==> config.mk <==
export PLATFORM = sky130hd
export DESIGN_NAME = key_event_queue_flat
export DESIGN_NICKNAME = d
export VERILOG_FILES = /design/src/rtl/key_event_queue_pkg.sv /design/src/rtl/key_event_queue_if.sv /design/src/rtl/key_event_queue_event_fifo.sv /design/src/rtl/key_event_queue.sv /design/src/flat_wrapper.sv
export SDC_FILE = /design/constraint.sdc
export NUM_CORES = 1
export LEC_CHECK = 0
export BUFFER_PORTS_ARGS = -buffer_cell sky130_fd_sc_hd__buf_2
export CORE_MARGIN = 2
export CORE_UTILIZATION = 35
export CTS_BUF_LIST = sky130_fd_sc_hd__clkbuf_8
export DETAILED_ROUTE_END_ITERATION = 8
export PLACE_DENSITY_LB_ADDON = 0.15
export SKIP_LAST_GASP = 1
export SLEW_MARGIN = 20
export SYNTH_ARGS = -nofsm -noshare
export SYNTH_HDL_FRONTEND = slang
export SYNTH_HIERARCHICAL = 1
export SYNTH_SLANG_ARGS = --single-unit
==> constraint.sdc <==
create_clock -name clk -period 9.8 [get_ports clk]
set_clock_uncertainty 0.2 [all_clocks]
set_input_delay 2.45 -clock clk [delete_from_list [all_inputs] [get_ports clk]]
set_output_delay 2.45 -clock clk [all_outputs]
set_load 0.03 [all_outputs]
==> src/rtl/key_event_queue_pkg.sv <==
// key_pkg: shared definitions for the key event queue.
//   - 3-bit key codes produced by the PS/2 keyboard decoder
//   - auto-repeat FSM state encoding
//   - helper to test a code against a repeat mask
package key_pkg;

   localparam int unsigned KEY_W = 3;

   localparam logic [KEY_W-1:0] KEY_NONE  = 3'd0;
   localparam logic [KEY_W-1:0] KEY_ESC   = 3'd1;
   localparam logic [KEY_W-1:0] KEY_SPACE = 3'd2;
   localparam logic [KEY_W-1:0] KEY_CW    = 3'd3;
   localparam logic [KEY_W-1:0] KEY_CCW   = 3'd4;
   localparam logic [KEY_W-1:0] KEY_LEFT  = 3'd5;
   localparam logic [KEY_W-1:0] KEY_RIGHT = 3'd6;

   typedef enum logic [1:0] {
      ST_IDLE   = 2'd0,
      ST_DELAY  = 2'd1,
      ST_REPEAT = 2'd2
   } rep_state_e;

   // Bit k of the mask set means key code k auto-repeats while held.
   function automatic logic is_repeatable(input logic [KEY_W-1:0] code,
                                          input logic [7:0]       mask);
      return mask[code];
   endfunction

endpackage

==> src/rtl/key_event_queue_if.sv <==
// key_event_queue_if: consumer-side bundle of the key event queue.
//   evt_valid    - FIFO non-empty (registered)
//   evt_key      - head event code, 0 when empty (registered)
//   count        - entries held, 0..DEPTH
//   overflow     - sticky: an event was dropped on a full FIFO
//   pop          - consumer takes the head event this cycle
//   clr_overflow - clears overflow
// Modports: master = the queue, slave = the consuming game logic.
interface key_event_queue_if #(
   parameter int unsigned DEPTH = 8
);
   localparam int unsigned CW = $clog2(DEPTH) + 1;

   logic                      evt_valid;
   logic [key_pkg::KEY_W-1:0] evt_key;
   logic [CW-1:0]             count;
   logic                      overflow;
   logic                      pop;
   logic                      clr_overflow;

   modport master (
      output evt_valid, evt_key, count, overflow,
      input  pop, clr_overflow
   );

   modport slave (
      input  evt_valid, evt_key, count, overflow,
      output pop, clr_overflow
   );

endinterface

==> src/rtl/key_event_queue_event_fifo.sv <==
// event_fifo: synchronous FIFO of key event codes.
//   clk, rst_n  - clock, synchronous active-low reset (flushes everything)
//   push        - enqueue push_data this cycle
//   push_data   - event code to enqueue
//   pop         - dequeue request; ignored while empty
//   head_valid  - registered non-empty flag
//   head_data   - registered head code, 0 when empty
//   count       - registered entry count, 0..DEPTH
//   drop        - combinational: this cycle's push was discarded (full, no pop)
// A push together with a pop is accepted even when full; a pop on an empty
// FIFO is ignored even if a push lands in the same cycle.
module event_fifo
   import key_pkg::*;
#(
   parameter int unsigned DEPTH = 8
)(
   input  logic                     clk,
   input  logic                     rst_n,
   input  logic                     push,
   input  logic [KEY_W-1:0]         push_data,
   input  logic                     pop,
   output logic                     head_valid,
   output logic [KEY_W-1:0]         head_data,
   output logic [$clog2(DEPTH):0]   count,
   output logic                     drop
);

   localparam int unsigned AW = $clog2(DEPTH);
   localparam int unsigned CW = AW + 1;

   logic [KEY_W-1:0] mem_q [DEPTH];
   logic [KEY_W-1:0] mem_d [DEPTH];
   logic [AW-1:0]    wr_ptr_q, wr_ptr_d;
   logic [AW-1:0]    rd_ptr_q, rd_ptr_d;
   logic [CW-1:0]    count_q, count_d;
   logic             head_valid_q, head_valid_d;
   logic [KEY_W-1:0] head_data_q, head_data_d;

   logic do_push;
   logic do_pop;
   logic full;

   always_comb begin
      do_pop  = pop && (count_q != '0);
      full    = (count_q == CW'(DEPTH));
      do_push = push && (!full || do_pop);
      drop    = push && full && !do_pop;

      mem_d    = mem_q;
      wr_ptr_d = wr_ptr_q;
      rd_ptr_d = rd_ptr_q;
      count_d  = count_q;

      if (do_push) begin
         mem_d[wr_ptr_q] = push_data;
         wr_ptr_d        = wr_ptr_q + AW'(1);
      end
      if (do_pop) begin
         rd_ptr_d = rd_ptr_q + AW'(1);
      end

      unique case ({do_push, do_pop})
         2'b10:   count_d = count_q + CW'(1);
         2'b01:   count_d = count_q - CW'(1);
         default: count_d = count_q;
      endcase

      // Head is taken from the post-update storage so a push into an empty
      // FIFO and a pop both show their effect on the very next edge.
      head_valid_d = (count_d != '0);
      head_data_d  = head_valid_d ? mem_d[rd_ptr_d] : KEY_NONE;
   end

   always_ff @(posedge clk) begin
      if (!rst_n) begin
         for (int unsigned i = 0; i < DEPTH; i++) begin
            mem_q[i] <= '0;
         end
         wr_ptr_q     <= '0;
         rd_ptr_q     <= '0;
         count_q      <= '0;
         head_valid_q <= 1'b0;
         head_data_q  <= KEY_NONE;
      end else begin
         mem_q        <= mem_d;
         wr_ptr_q     <= wr_ptr_d;
         rd_ptr_q     <= rd_ptr_d;
         count_q      <= count_d;
         head_valid_q <= head_valid_d;
         head_data_q  <= head_data_d;
      end
   end

   assign head_valid = head_valid_q;
   assign head_data  = head_data_q;
   assign count      = count_q;

endmodule

==> src/rtl/key_event_queue.sv <==
// key_event_queue: turns the level-style key code from the keyboard decoder
// into discrete buffered key events (press + auto-repeat) for game logic.
//   clk    - system clock
//   rst_n  - synchronous active-low reset; discards all state
//   key    - raw 3-bit key code, asynchronous to clk, 0 = no key
//   evt    - consumer bundle (evt_valid, evt_key, count, overflow,
//            pop, clr_overflow)
// Pipeline: 2-flop synchroniser -> key_q + edge detect / repeat FSM ->
// registered push -> event_fifo with registered head.
module key_event_queue
   import key_pkg::*;
#(
   parameter int unsigned DEPTH        = 8,
   parameter int unsigned REPEAT_DELAY = 25_000_000,
   parameter int unsigned REPEAT_RATE  = 10_000_000,
   parameter logic [7:0]  REPEAT_MASK  = 8'b0110_0100
)(
   input  logic                 clk,
   input  logic                 rst_n,
   input  logic [KEY_W-1:0]     key,
   key_event_queue_if.master    evt
);

   logic [KEY_W-1:0] sync1_q, sync1_d;
   logic [KEY_W-1:0] sync2_q, sync2_d;
   logic [KEY_W-1:0] key_q, key_d;
   rep_state_e       state_q, state_d;
   logic [31:0]      rep_cnt_q, rep_cnt_d;
   logic             push_q, push_d;
   logic [KEY_W-1:0] push_key_q, push_key_d;
   logic             overflow_q, overflow_d;

   logic             press;
   logic             changed;
   logic             rep_fire;

   logic                   fifo_valid;
   logic [KEY_W-1:0]       fifo_head;
   logic [$clog2(DEPTH):0] fifo_count;
   logic                   fifo_drop;

   // Input synchroniser and press detection
   always_comb begin
      sync1_d = key;
      sync2_d = sync1_q;
      key_d   = sync2_q;
      changed = (sync2_q != key_q);
      press   = changed && (sync2_q != KEY_NONE);
   end

   // Repeat FSM: any change of the synchronised code (release or a new
   // code) restarts it, so a press and a repeat never share a cycle.
   always_comb begin
      state_d   = state_q;
      rep_cnt_d = rep_cnt_q;
      rep_fire  = 1'b0;

      if (press && is_repeatable(sync2_q, REPEAT_MASK)) begin
         state_d   = ST_DELAY;
         rep_cnt_d = 32'(REPEAT_DELAY - 1);
      end else if (changed) begin
         state_d = ST_IDLE;
      end else begin
         unique case (state_q)
            ST_DELAY, ST_REPEAT: begin
               if (rep_cnt_q == '0) begin
                  rep_fire  = 1'b1;
                  state_d   = ST_REPEAT;
                  rep_cnt_d = 32'(REPEAT_RATE - 1);
               end else begin
                  rep_cnt_d = rep_cnt_q - 32'd1;
               end
            end
            default: begin
               state_d = ST_IDLE;
            end
         endcase
      end
   end

   // Registered push stage and sticky overflow (a new drop wins over clear)
   always_comb begin
      push_d     = press || rep_fire;
      push_key_d = press ? sync2_q : (rep_fire ? key_q : KEY_NONE);
      overflow_d = (overflow_q && !evt.clr_overflow) || fifo_drop;
   end

   always_ff @(posedge clk) begin
      if (!rst_n) begin
         sync1_q    <= KEY_NONE;
         sync2_q    <= KEY_NONE;
         key_q      <= KEY_NONE;
         state_q    <= ST_IDLE;
         rep_cnt_q  <= '0;
         push_q     <= 1'b0;
         push_key_q <= KEY_NONE;
         overflow_q <= 1'b0;
      end else begin
         sync1_q    <= sync1_d;
         sync2_q    <= sync2_d;
         key_q      <= key_d;
         state_q    <= state_d;
         rep_cnt_q  <= rep_cnt_d;
         push_q     <= push_d;
         push_key_q <= push_key_d;
         overflow_q <= overflow_d;
      end
   end

   event_fifo #(
      .DEPTH (DEPTH)
   ) u_fifo (
      .clk        (clk),
      .rst_n      (rst_n),
      .push       (push_q),
      .push_data  (push_key_q),
      .pop        (evt.pop),
      .head_valid (fifo_valid),
      .head_data  (fifo_head),
      .count      (fifo_count),
      .drop       (fifo_drop)
   );

   assign evt.evt_valid = fifo_valid;
   assign evt.evt_key   = fifo_head;
   assign evt.count     = fifo_count;
   assign evt.overflow  = overflow_q;

endmodule

==> src/flat_wrapper.sv <==
// flat-port wrapper written by rule: the top's interface ports become plain ports
module key_event_queue_flat import key_pkg::*;
#(
   parameter int unsigned DEPTH        = 8,
   parameter int unsigned REPEAT_DELAY = 25_000_000,
   parameter int unsigned REPEAT_RATE  = 10_000_000,
   parameter logic [7:0]  REPEAT_MASK  = 8'b0110_0100
)
  (clk, rst_n, key, evt_evt_valid, evt_evt_key, evt_count, evt_overflow, evt_pop, evt_clr_overflow);
  key_event_queue_if #(.DEPTH(DEPTH)) evt_i ();
  input  logic clk;
  input  logic rst_n;
  input  logic [KEY_W-1:0] key;
  output wire logic [$bits(evt_i.evt_valid)-1:0] evt_evt_valid;
  output wire logic [$bits(evt_i.evt_key)-1:0] evt_evt_key;
  output wire logic [$bits(evt_i.count)-1:0] evt_count;
  output wire logic [$bits(evt_i.overflow)-1:0] evt_overflow;
  input wire logic [$bits(evt_i.pop)-1:0] evt_pop;
  input wire logic [$bits(evt_i.clr_overflow)-1:0] evt_clr_overflow;
  assign evt_evt_valid = evt_i.evt_valid;
  assign evt_evt_key = evt_i.evt_key;
  assign evt_count = evt_i.count;
  assign evt_overflow = evt_i.overflow;
  assign evt_i.pop = evt_pop;
  assign evt_i.clr_overflow = evt_clr_overflow;
  key_event_queue #(.DEPTH(DEPTH), .REPEAT_DELAY(REPEAT_DELAY), .REPEAT_RATE(REPEAT_RATE), .REPEAT_MASK(REPEAT_MASK)) u_core (.clk(clk), .rst_n(rst_n), .key(key), .evt(evt_i));
endmodule
==> flow_summary.ini <==
[status]
status = complete, no violations

[clock_tree]
cts_max_level = 3
clk_pin_slew_worst_paths_ns = 0.09
clockRootBuffer = clkbuf_8
insertion_delay_ns = 0.37
cts_buffers = 9
cts_tree = yes
clk_path_buf_depth = 2
numClockSinks = 87
postCtsSetupRepairBufs = 0
ctsHoldBuffers = 0
ctsResizeCount = 0

[finish]
area_delta_synth_final_pct = 8.51
drive_gt1_share_pct = 13.1
nets = 492
final_area_um2 = 4900
n_antenna_cell = 0

[power_and_ir_drop]
leakage_nw = 1.94
totalPowerFinal_w = 0.00103
vdd_drop_max_mv = 0.0736
powerDensity_nw_per_um2 = 210

[sta]
hold_viol_final = 0
setup-tns-final_ns = 0
maxSlewViolCount = 0
rsz0062_at_grt = false
max_clock_freq_mhz = 190
setup_viol = 0
timing.final.crit_period_ns = 5.27
maxSlewHeadroom_pct = 34.8
tightest_slew_ns = 0.968
min_period_over_period_pct = 53.8

[route]
first_iter_violations = 165
routedWlPerCell_um = 15.0
drt.antenna.violating_nets = 0
wl_um = 9840
first_pass_iters = 5
vias_per_cell = 5.29
drcViolationCount = 0
vias = 3459

[floorplan]
io_pins = 16
coreArea_um2 = 12600
rows = 41
start_util_pct = 35.8
die_y_um = 118
dieWidth_um = 118
dieArea_um2 = 13800

[critical_path]
critPathBufInv = 1
cpLargestDelayFamily = simple AND/OR/NAND/NOR gates
timing_worst_setup_path_type = in -> reg
max_stage_delay_ns = 0.61
critPathArrivalTime_ns = 5.34
regToRegSetupSlack_ns = 5.72
path_common_cell = ha_1
start_kind = input port
critPathCaptureType = register
worstRegToRegCells = 12
cp.depth = 12
cp_cell_sequence = buf_2 -> or2_2 -> nand2_1 -> ha_1 -> xor2_1 -> ha_1 -> a21oi_1 -> mux2i_1 -> xnor2_1 -> or4bb_1 -> and3_1 -> a32o_1
cpMaxStageDelayCell = or4bb_1
crit_required_ns = 9.87
crit_fanout = 10

[synth]
syn-num-nets = 498
synth_top_flop_cell = dfxtp_1
syn_inst = 483
async_reset_ff_share_pct = 0
synthDistinctLibCells = 69
netlist_area_um2 = 4510
synth_top_cell_by_area = dfxtp_1
avgSynthCellArea_um2 = 9.34
synth_area_leaders = dfxtp_1, mux2i_1, nor2b_1
synth_warnings = 6
netlist_top_cells_count = dfxtp_1, nor2b_1, mux2i_1
synth_edf_count = 0
seq_area_frac_synth_pct = 38.6
synth-seq-cells = 87
yosysMostFrequentCell = dfxtp_1
synth_top_cell_area_share_pct = 38.6

[grt]
grt_overflow = 0
grt_pass1_vias = 3259
grt_pass1_wl_um = 16300
antenna_found_initial = 0
grt.total_usage_pct = 14.7
grt_max_degree = 51

[place]
placed_area_um2 = 4690
io_buffers = 15
gp_congestion = 0.740
dp_hpwl_um = 6490

[hold_path]
min_path_cells = 2
hold_path_class = reg -> reg

[job]
max_cap_viol_count = 0
-- placed cells by master (no fill, tap or decap), types with 3 or more instances in the layout --
cell and instances:
dfxtp_1 87, nor2b_1 30, mux2i_1 29, nor3_1 21, and2_1 19, nor2_1 17
nand2_1 16, xnor2_1 16, nand3_1 16, buf_2 15, o31a_1 15, inv_1 12
nor4_1 12, xor2_1 12, nand4_1 11, clkbuf_8 10, o21ai_0 10, o21a_1 8
ha_1 8, a21oi_1 7, a22oi_1 7, a22o_1 7, buf_4 5, or4_1 4
or3_1 4, nand3b_1 4, nor3b_1 4, o211ai_2 4, a21boi_0 4, a31oi_1 3
nor4bb_1 3, and4_1 3, nor4b_1 3, and3_1 3, o21ai_2 3, o211ai_1 3
-- worst reg2reg max path, stage by stage (launching register included) --
cell	delay (ns)
dfxtp_1	0.43
or4b_4	0.68
or2_2	0.35
nand2_1	0.17
ha_1	0.29
xor2_1	0.10
ha_1	0.19
a21oi_1	0.14
mux2i_1	0.24
xnor2_1	0.10
or4bb_1	0.61
and3_1	0.23
a32o_1	0.24
-- stage by stage --
step / cells / hold slack [ns] / worst slack (ns) / utilization, %
after floorplan: 483 / 0.222 / 4.42 / -
after global placement: 638 / 0.236 / 4.23 / 37.2
after detailed placement: 638 / 0.243 / 4.11 / 37.2
after CTS: 654 / 0.266 / 4.53 / 38.8
after global routing: 654 / 0.300 / 4.29 / 38.8
final: 654 / 0.261 / 4.53 / 38.8
-- final cells by class --
cell class	instances	area, µm²
Fill cell	1328	7720
Multi-Input combinational cell	347	2580
Inverter	12	45.0
Tap cell	172	215
Sequential cell	87	1740
Clock buffer	10	138
Timing Repair Buffer	20	113
Clock inverter	6	67.6
-- routing by layer --
layer  global-route usage (%)  up-vias  wire (µm)
li1                         -     1757          -
met1                     19.2     1652       4890
met2                     23.7       39       4470
met3                     2.47       11        297
met4                     6.55        0        174
met5                        0        -          0
-- flip-flops by register name (all words and copies together), names as in the netlist, named ones only --
| name | flops |
|---|---|
| u_core/push_key_q | 3 |
| u_core/u_fifo/mem_q | 24 |
| u_core/push_q | 1 |
| u_core/u_fifo/head_data | 3 |
| u_core/u_fifo/rd_ptr_q | 3 |
| u_core/key_q | 3 |
| u_core/sync1_q | 3 |
| u_core/u_fifo/count | 4 |
| u_core/rep_cnt_q | 32 |
| u_core/key_d | 3 |
| u_core/u_fifo/head_valid | 1 |
| u_core/evt.overflow | 1 |
| u_core/state_q | 2 |
| u_core/u_fifo/wr_ptr_q | 3 |
-- logic make-up (layout without fill, tap and decap cells) --
family | Yosys count | after routing | synth area share, %
and+or+nand+nor | 191 | 191 | 25.9
AOI/OAI and AO/OA | 89 | 89 | 16.2
DFF | 87 | 87 | 38.6
buffers and inverters | 49 | 48 | 4.66
muxes | 31 | 31 | 6.93
xor gates and xnor gates | 28 | 28 | 5.44
adders and majority gates | 8 | 8 | 2.22
-- path summary, 6_finish.rpt --
kind                                              from                          to
worst max-delay path                           evt_pop  u_core/u_fifo/head_data[1]
worst min register to register       u_core/sync1_q[2]             u_core/key_d[2]
worst min-delay path                 u_core/sync1_q[2]             u_core/key_d[2]
worst max register to register  u_core/u_fifo/count[1]  u_core/u_fifo/head_data[1]
-- power by group --
group	switching, W	internal (W)	leakage, nW	total [W]
Sequential	0.0000364	0.000378	0.705	0.000414
Combinational	0.000211	0.000141	1.13	0.000353
Clock	0.000137	0.000126	0.0993	0.000263
(Power assumes the default switching activity.)
